[src/rtl/multicycle_controller_pkg.sv]
// riscv_ctrl_pkg: shared encodings for the multicycle RV32I control unit.
//   - main FSM state codes (4-bit, legacy-compatible localparams)
//   - supported opcodes, ALU-op classes, and the datapath select encodings
//   - branch_funct3_ok(): which branch funct3 values the build supports
// Optional feature macro: MULTICYCLE_CTRL_BNE_EN (adds bne, funct3 = 001).
package riscv_ctrl_pkg;

  typedef logic [3:0] state_t;

  localparam state_t StFetch    = 4'd0;
  localparam state_t StDecode   = 4'd1;
  localparam state_t StMemAdr   = 4'd2;
  localparam state_t StMemRead  = 4'd3;
  localparam state_t StMemWb    = 4'd4;
  localparam state_t StMemWrite = 4'd5;
  localparam state_t StExecuteR = 4'd6;
  localparam state_t StExecuteI = 4'd7;
  localparam state_t StAluWb    = 4'd8;
  localparam state_t StBranch   = 4'd9;
  localparam state_t StJal      = 4'd10;

  localparam logic [6:0] OP_LW     = 7'b0000011;
  localparam logic [6:0] OP_SW     = 7'b0100011;
  localparam logic [6:0] OP_RTYPE  = 7'b0110011;
  localparam logic [6:0] OP_ITYPE  = 7'b0010011;
  localparam logic [6:0] OP_BRANCH = 7'b1100011;
  localparam logic [6:0] OP_JAL    = 7'b1101111;

  localparam logic [1:0] AluOpAdd   = 2'b00;
  localparam logic [1:0] AluOpSub   = 2'b01;
  localparam logic [1:0] AluOpFunct = 2'b10;

  localparam logic [2:0] AluCtlAdd = 3'b000;
  localparam logic [2:0] AluCtlSub = 3'b001;
  localparam logic [2:0] AluCtlAnd = 3'b010;
  localparam logic [2:0] AluCtlOr  = 3'b011;
  localparam logic [2:0] AluCtlSlt = 3'b101;

  localparam logic [1:0] ImmI = 2'b00;
  localparam logic [1:0] ImmS = 2'b01;
  localparam logic [1:0] ImmB = 2'b10;
  localparam logic [1:0] ImmJ = 2'b11;

  localparam logic [1:0] ResAluOut    = 2'b00;
  localparam logic [1:0] ResData      = 2'b01;
  localparam logic [1:0] ResAluResult = 2'b10;

  localparam logic [1:0] SrcAPc    = 2'b00;
  localparam logic [1:0] SrcAOldPc = 2'b01;
  localparam logic [1:0] SrcARegA  = 2'b10;

  localparam logic [1:0] SrcBRegB = 2'b00;
  localparam logic [1:0] SrcBImm  = 2'b01;
  localparam logic [1:0] SrcBFour = 2'b10;

  function automatic logic branch_funct3_ok(input logic [2:0] funct3);
`ifdef MULTICYCLE_CTRL_BNE_EN
    return (funct3 == 3'b000) || (funct3 == 3'b001);
`else
    return (funct3 == 3'b000);
`endif
  endfunction

endpackage

[src/rtl/multicycle_controller_if.sv]
// multicycle_controller_if: bundle between the control unit and the datapath.
//   Datapath -> control: op, funct3, funct7b5, zero
//   Control -> datapath: pc_write, adr_src, mem_write, ir_write, reg_write,
//                        result_src, alu_src_a, alu_src_b, imm_src, alu_control,
//                        illegal_op
// master = control unit side, slave = datapath side.
interface multicycle_controller_if;
  logic [6:0] op;
  logic [2:0] funct3;
  logic       funct7b5;
  logic       zero;

  logic       pc_write;
  logic       adr_src;
  logic       mem_write;
  logic       ir_write;
  logic       reg_write;
  logic [1:0] result_src;
  logic [1:0] alu_src_a;
  logic [1:0] alu_src_b;
  logic [1:0] imm_src;
  logic [2:0] alu_control;
  logic       illegal_op;

  modport master (
    input  op, funct3, funct7b5, zero,
    output pc_write, adr_src, mem_write, ir_write, reg_write, result_src,
           alu_src_a, alu_src_b, imm_src, alu_control, illegal_op
  );

  modport slave (
    output op, funct3, funct7b5, zero,
    input  pc_write, adr_src, mem_write, ir_write, reg_write, result_src,
           alu_src_a, alu_src_b, imm_src, alu_control, illegal_op
  );
endinterface

[src/rtl/multicycle_controller_alu_decoder.sv]
// alu_decoder: combinational ALU control decode.
//   aluop[1:0]  - class from the main FSM (add / sub / by funct3)
//   funct3[2:0] - instr[14:12]
//   op5         - instr[5], distinguishes R-type from I-type
//   funct7b5    - instr[30]
//   alu_control - ALU operation select
module alu_decoder
  import riscv_ctrl_pkg::*;
(
  input  logic [1:0] aluop,
  input  logic [2:0] funct3,
  input  logic       op5,
  input  logic       funct7b5,
  output logic [2:0] alu_control
);

  always_comb begin
    alu_control = AluCtlAdd;
    case (aluop)
      AluOpAdd: alu_control = AluCtlAdd;
      AluOpSub: alu_control = AluCtlSub;
      AluOpFunct: begin
        case (funct3)
          // addi has op5 = 0, so funct7b5 (part of its immediate) must not select sub.
          3'b000:  alu_control = (op5 & funct7b5) ? AluCtlSub : AluCtlAdd;
          3'b010:  alu_control = AluCtlSlt;
          3'b110:  alu_control = AluCtlOr;
          3'b111:  alu_control = AluCtlAnd;
          default: alu_control = AluCtlAdd;
        endcase
      end
      default: alu_control = AluCtlAdd;
    endcase
  end

endmodule

[src/rtl/multicycle_controller.sv]
// multicycle_controller: control unit for the multicycle RV32I core.
// Moore main FSM (Fetch/Decode/Execute/Writeback), immediate-format decode,
// branch resolution and an alu_decoder instance.
// Ports:
//   clk   - core clock, rising edge
//   reset - synchronous, active-high; forces FETCH and masks all write enables
//   ctrl  - multicycle_controller_if.master (instruction fields and zero in,
//           datapath controls out)
// Optional feature macro: MULTICYCLE_CTRL_BNE_EN (branch funct3 = 001 is bne).
module multicycle_controller
  import riscv_ctrl_pkg::*;
(
  input logic                    clk,
  input logic                    reset,
  multicycle_controller_if.master ctrl
);

  state_t state_q, state_d;
  state_t state_cur;

  logic       adr_src, ir_write, mem_write, reg_write;
  logic [1:0] result_src, alu_src_a, alu_src_b, aluop;
  logic       pc_update, branch, illegal, take;

  always_ff @(posedge clk) begin
    if (reset) state_q <= StFetch;
    else       state_q <= state_d;
  end

  // While reset is high the outputs show FETCH regardless of the stored state.
  assign state_cur = reset ? StFetch : state_q;

  always_comb begin
    state_d    = StFetch;
    adr_src    = 1'b0;
    ir_write   = 1'b0;
    mem_write  = 1'b0;
    reg_write  = 1'b0;
    result_src = ResAluOut;
    alu_src_a  = SrcAPc;
    alu_src_b  = SrcBRegB;
    aluop      = AluOpAdd;
    pc_update  = 1'b0;
    branch     = 1'b0;
    illegal    = 1'b0;
    case (state_cur)
      StFetch: begin
        ir_write   = 1'b1;
        alu_src_b  = SrcBFour;
        result_src = ResAluResult;
        pc_update  = 1'b1;
        state_d    = StDecode;
      end
      StDecode: begin
        alu_src_a = SrcAOldPc;
        alu_src_b = SrcBImm;
        case (ctrl.op)
          OP_LW, OP_SW: state_d = StMemAdr;
          OP_RTYPE:     state_d = StExecuteR;
          OP_ITYPE:     state_d = StExecuteI;
          OP_JAL:       state_d = StJal;
          OP_BRANCH: begin
            if (branch_funct3_ok(ctrl.funct3)) state_d = StBranch;
            else                               illegal = 1'b1;
          end
          default:      illegal = 1'b1;
        endcase
      end
      StMemAdr: begin
        alu_src_a = SrcARegA;
        alu_src_b = SrcBImm;
        state_d   = (ctrl.op == OP_SW) ? StMemWrite : StMemRead;
      end
      StMemRead: begin
        adr_src = 1'b1;
        state_d = StMemWb;
      end
      StMemWb: begin
        result_src = ResData;
        reg_write  = 1'b1;
      end
      StMemWrite: begin
        adr_src   = 1'b1;
        mem_write = 1'b1;
      end
      StExecuteR: begin
        alu_src_a = SrcARegA;
        aluop     = AluOpFunct;
        state_d   = StAluWb;
      end
      StExecuteI: begin
        alu_src_a = SrcARegA;
        alu_src_b = SrcBImm;
        aluop     = AluOpFunct;
        state_d   = StAluWb;
      end
      StAluWb: begin
        reg_write = 1'b1;
      end
      StBranch: begin
        alu_src_a = SrcARegA;
        aluop     = AluOpSub;
        branch    = 1'b1;
      end
      StJal: begin
        alu_src_a = SrcAOldPc;
        alu_src_b = SrcBFour;
        pc_update = 1'b1;
        state_d   = StAluWb;
      end
      default: state_d = StFetch;
    endcase
  end

  // Branch condition; the ALU computes rs1 - rs2, so zero means equal.
  always_comb begin
    take = 1'b0;
    case (ctrl.funct3)
      3'b000:  take = ctrl.zero;
`ifdef MULTICYCLE_CTRL_BNE_EN
      3'b001:  take = ~ctrl.zero;
`endif
      default: take = 1'b0;
    endcase
  end

  always_comb begin
    case (ctrl.op)
      OP_SW:     ctrl.imm_src = ImmS;
      OP_BRANCH: ctrl.imm_src = ImmB;
      OP_JAL:    ctrl.imm_src = ImmJ;
      default:   ctrl.imm_src = ImmI;
    endcase
  end

  alu_decoder u_alu_decoder (
    .aluop       (aluop),
    .funct3      (ctrl.funct3),
    .op5         (ctrl.op[5]),
    .funct7b5    (ctrl.funct7b5),
    .alu_control (ctrl.alu_control)
  );

  assign ctrl.pc_write   = (pc_update | (branch & take)) & ~reset;
  assign ctrl.ir_write   = ir_write & ~reset;
  assign ctrl.mem_write  = mem_write & ~reset;
  assign ctrl.reg_write  = reg_write & ~reset;
  assign ctrl.illegal_op = illegal & ~reset;
  assign ctrl.adr_src    = adr_src;
  assign ctrl.result_src = result_src;
  assign ctrl.alu_src_a  = alu_src_a;
  assign ctrl.alu_src_b  = alu_src_b;

endmodule

[src/flat_wrapper.sv]
// flat-port wrapper written by rule: the top's interface ports become plain ports
module multicycle_controller_flat import riscv_ctrl_pkg::*;
  (clk, reset, ctrl_op, ctrl_funct3, ctrl_funct7b5, ctrl_zero, ctrl_pc_write, ctrl_adr_src, ctrl_mem_write, ctrl_ir_write, ctrl_reg_write, ctrl_result_src, ctrl_alu_src_a, ctrl_alu_src_b, ctrl_imm_src, ctrl_alu_control, ctrl_illegal_op);
  multicycle_controller_if ctrl_i ();
  input logic clk;
  input logic reset;
  input wire logic [$bits(ctrl_i.op)-1:0] ctrl_op;
  input wire logic [$bits(ctrl_i.funct3)-1:0] ctrl_funct3;
  input wire logic [$bits(ctrl_i.funct7b5)-1:0] ctrl_funct7b5;
  input wire logic [$bits(ctrl_i.zero)-1:0] ctrl_zero;
  output wire logic [$bits(ctrl_i.pc_write)-1:0] ctrl_pc_write;
  output wire logic [$bits(ctrl_i.adr_src)-1:0] ctrl_adr_src;
  output wire logic [$bits(ctrl_i.mem_write)-1:0] ctrl_mem_write;
  output wire logic [$bits(ctrl_i.ir_write)-1:0] ctrl_ir_write;
  output wire logic [$bits(ctrl_i.reg_write)-1:0] ctrl_reg_write;
  output wire logic [$bits(ctrl_i.result_src)-1:0] ctrl_result_src;
  output wire logic [$bits(ctrl_i.alu_src_a)-1:0] ctrl_alu_src_a;
  output wire logic [$bits(ctrl_i.alu_src_b)-1:0] ctrl_alu_src_b;
  output wire logic [$bits(ctrl_i.imm_src)-1:0] ctrl_imm_src;
  output wire logic [$bits(ctrl_i.alu_control)-1:0] ctrl_alu_control;
  output wire logic [$bits(ctrl_i.illegal_op)-1:0] ctrl_illegal_op;
  assign ctrl_i.op = ctrl_op;
  assign ctrl_i.funct3 = ctrl_funct3;
  assign ctrl_i.funct7b5 = ctrl_funct7b5;
  assign ctrl_i.zero = ctrl_zero;
  assign ctrl_pc_write = ctrl_i.pc_write;
  assign ctrl_adr_src = ctrl_i.adr_src;
  assign ctrl_mem_write = ctrl_i.mem_write;
  assign ctrl_ir_write = ctrl_i.ir_write;
  assign ctrl_reg_write = ctrl_i.reg_write;
  assign ctrl_result_src = ctrl_i.result_src;
  assign ctrl_alu_src_a = ctrl_i.alu_src_a;
  assign ctrl_alu_src_b = ctrl_i.alu_src_b;
  assign ctrl_imm_src = ctrl_i.imm_src;
  assign ctrl_alu_control = ctrl_i.alu_control;
  assign ctrl_illegal_op = ctrl_i.illegal_op;
  multicycle_controller u_core (.clk(clk), .reset(reset), .ctrl(ctrl_i));
endmodule
[config.mk]
export PLATFORM = sky130hd
export DESIGN_NAME = multicycle_controller_flat
export DESIGN_NICKNAME = d
export VERILOG_FILES = /design/src/rtl/multicycle_controller_pkg.sv /design/src/rtl/multicycle_controller_if.sv /design/src/rtl/multicycle_controller_alu_decoder.sv /design/src/rtl/multicycle_controller.sv /design/src/flat_wrapper.sv
export SDC_FILE = /design/constraint.sdc
export NUM_CORES = 1
export LEC_CHECK = 0
export ABC_AREA = 1
export BUFFER_PORTS_ARGS = -buffer_cell sky130_fd_sc_hd__buf_2
export CORE_MARGIN = 1.5
export CORE_UTILIZATION = 38
export DETAILED_ROUTE_END_ITERATION = 8
export HOLD_SLACK_MARGIN = 0.03
export PLACE_DENSITY = 0.75
export SYNTH_ARGS = -nofsm -noshare
export SYNTH_HDL_FRONTEND = slang
export SYNTH_SLANG_ARGS = --single-unit
[constraint.sdc]
create_clock -name clk -period 1.6 [get_ports clk]
set_input_delay 0.16 -clock clk [delete_from_list [all_inputs] [get_ports clk]]
set_output_delay 0.16 -clock clk [all_outputs]
set_load 0.01 [all_outputs]
==> summary.txt <==
hold-fix buffers at CTS = 0
failing checks = setup timing
crit path max-delay cell type = dfxtp_4
status = finished with violations
Req. time, crit path = 1.44 ns
total grt overflow = 0
Vias = 831
WL/cell = 12.9 um
CP Max Fanout = 3
max FFs per register = 4
setup TNS = -0.337 ns
CP peak stage delay = 0.35 ns
CP startpoint kind = register
largest net degree at the start of global routing = 7
largest family of logic cells by synthesized area = simple AND/OR/NAND/NOR gates
Synth cell types = 20
Sw Share = 33.5%
most used flip-flop cell after synthesis = dfxtp_1
Clk pwr share = 37.5%
area delta synth->final = 91.2%
hold slack = 0.231 ns
Syn Nets = 109
Mapped Cells = 93
Place WS = -0.0377 ns
critical path's top delay family = simple AND/OR/NAND/NOR gates
full die area = 1660 um^2
Nets = 165
layout cells sized above 1 = 61.2%
Yosys reg bits = 4
TritonCTS Buffers = 3
ANT cells = 0
Max Buffers Root-to-Sink = 2
Fillers = 97
area of the multi-input gates = 504 um^2
worst path arrival time = 1.62 ns
post-synthesis sequential area ratio = 14.7%
Cell Area, Synth = 543 um^2
Post-Layout Cell Count = 162
Tcrit/Tclk final = 111%
Cell Rows = 13
clock latency on the worst-skew pair = 0.24 ns
Design Power = 352 uW
clk sinks = 4
Internal = 234 uW
placed cell count = 150
htree depth = 1
RSZ-0062 raised after global routing = yes
Net Sw Power = 118 uW
Yosys top cell area share = 14.7%
register area = 85.1 um^2
CTS root buf = clkbuf_4
crit end category = primary output
Vias/cell = 5.13
Worst Path Buf+Inv = 4
vias in the first global route = 745
I/O Pins = 31
Final WS setup = -0.181 ns
Final Core Density = 78.8%
final number of setup-violating endpoints = 3
DRC viols = 0
Initial Utilization = 41.2%
P_leak = 0.558 nW
Yosys top cell by area = dfxtp_1
core region area = 1320 um^2
Peak VDD IR = 0.261 mV
biggest regs = u_core.state_q x4
simple-gate portion of the synthesized area = 52.5%
gpl congestion = 0.792
Routed WL = 2090 um
critical path, cell by cell = nor3_4 > inv_2 > nor2_4 > buf_6 > inv_4 > ha_4 > a21oi_2 > nor2_1 > buf_2
synth top area cells = dfxtp_1 15%, inv_1 12%, nand2_1 12%
All-Layer GR Usage = 25.8%
initial antenna violation count = 0
top-count cell post-synth = inv_1
Reg with most FFs = u_core.state_q
synth cell count leaders = 18 x inv_1, 17 x nand2_1, 9 x nand3_1, 9 x nor2_1, 6 x o21ai_0
Crit Path Category = register to primary output
DP HPWL = 1380 um
Max Slew Vio Count = 0
Die Height = 40.8 um
Synth Area in Compound Gates = 14.3%
worst slew pin tran = 0.433 ns
first-pass GRT wire length = 2930 um
Synth Area in Adders = 4.61%
slew margin rel. = 70.9%
first drt pass iteration count = 4
Tmin final = 1.78 ns
fmax = 562 MHz
Synth Area in XOR/XNOR = 0%
cell area after placement = 825 um^2
syn_area_per_cell = 5.84 um^2
Finished Cell Area = 1040 um^2
Hold Vio Cnt, Final = 0
post-synthesis mux area share = 0%
number of DRC markers in iteration 0 = 19
clk slew on worst S/H paths = 0.04 ns
port bufs = 30
Die X = 40.8 um
Worst Hold Class = input pin to register
sequential power share = 29.0%
Post-DRT Antenna Nets = 0
share of total power in combinational logic = 33.6%
Setup Skew = 0.00107 ns
EDFF count, synth = 0
Yosys warning count = 0
CTS tree = done
asr flop ratio synth = 0%
Pwr per Cell Area = 339 nW/um^2
max_cap viols = 0
==> power groups by stage <==
stage	sequential, mW	clock, mW	combinational [mW]
5_1_grt	0.102	0.136	0.130
3_3_place_gp	0.105	0	0.0995
6_report	0.102	0.132	0.118
3_5_place_dp	0.105	0	0.102
4_1_cts	0.104	0.127	0.107
2_1_floorplan	0.106	0	0.0506
==> cells by family (layout without fill, tap and decap cells) <==
family,after synthesis,in the layout
simple gates,54,54
compound gates,13,13
buf+inv,20,74
flops,4,4
fa+ha+maj,2,2
==> placed cells by master, fill, tap and decap left out, drive strengths merged <==
master  instances
inv            20
a31oi           1
buf            51
nor3            5
dfxtp           4
nand4           1
nor4            1
nand3b          1
nand2          20
o21ai           7
ha              2
nor2           14
nand3          12
clkbuf          3
a21oi           5
==> worst min-delay path, stage by stage <==
cell     delay, ns
buf_2         0.09
nand4_1       0.09
nand3_1       0.09
==> repair_timing <==
item | 4_1_cts | 5_1_grt
endpoints found under the setup margin | 5 | 13
gates resized for setup | 15 | 21
endpoints found under the hold margin | 0 | 0
setup buffers | 9 | 1
pin swaps | 9 | 7
cloned | 0 | 0
==> per-layer routing <==
layer | wire length (um) | part of all wire [%] | global-route usage (%) | vias to the layer above
li1 | - | - | - | 408
met1 | 866 | 41 | 27.6 | 387
met2 | 1110 | 53 | 54.3 | 34
met3 | 90 | 4.3 | 0 | 2
met4 | 19 | 0.91 | 5.00 | 0
met5 | 0 | 0 | 0 | -
==> layout make-up <==
| cell class | count | share of cell area, % |
|---|---|---|
| multi-input combinational | 69 | 48.6 |
| timing repair buffer | 51 | 31.8 |
| sequential | 4 | 8.19 |
| inverter | 20 | 7.47 |
| clock buffer | 3 | 2.17 |
| tap | 15 | 1.81 |
==> worst paths after layout <==
kind / depth (start not counted) / end / slack (ns) / startpoint
setup / recovery: 9 / ctrl_alu_control[0] / -0.18 / u_core.state_q[3]
setup reg to reg: 6 / u_core.state_q[0] / 0.26 / u_core.state_q[3]
hold reg to reg: 3 / u_core.state_q[2] / 0.68 / u_core.state_q[1]
hold / removal: 3 / u_core.state_q[2] / 0.23 / ctrl_op[4]
Power figures use the tool's default switching activity.
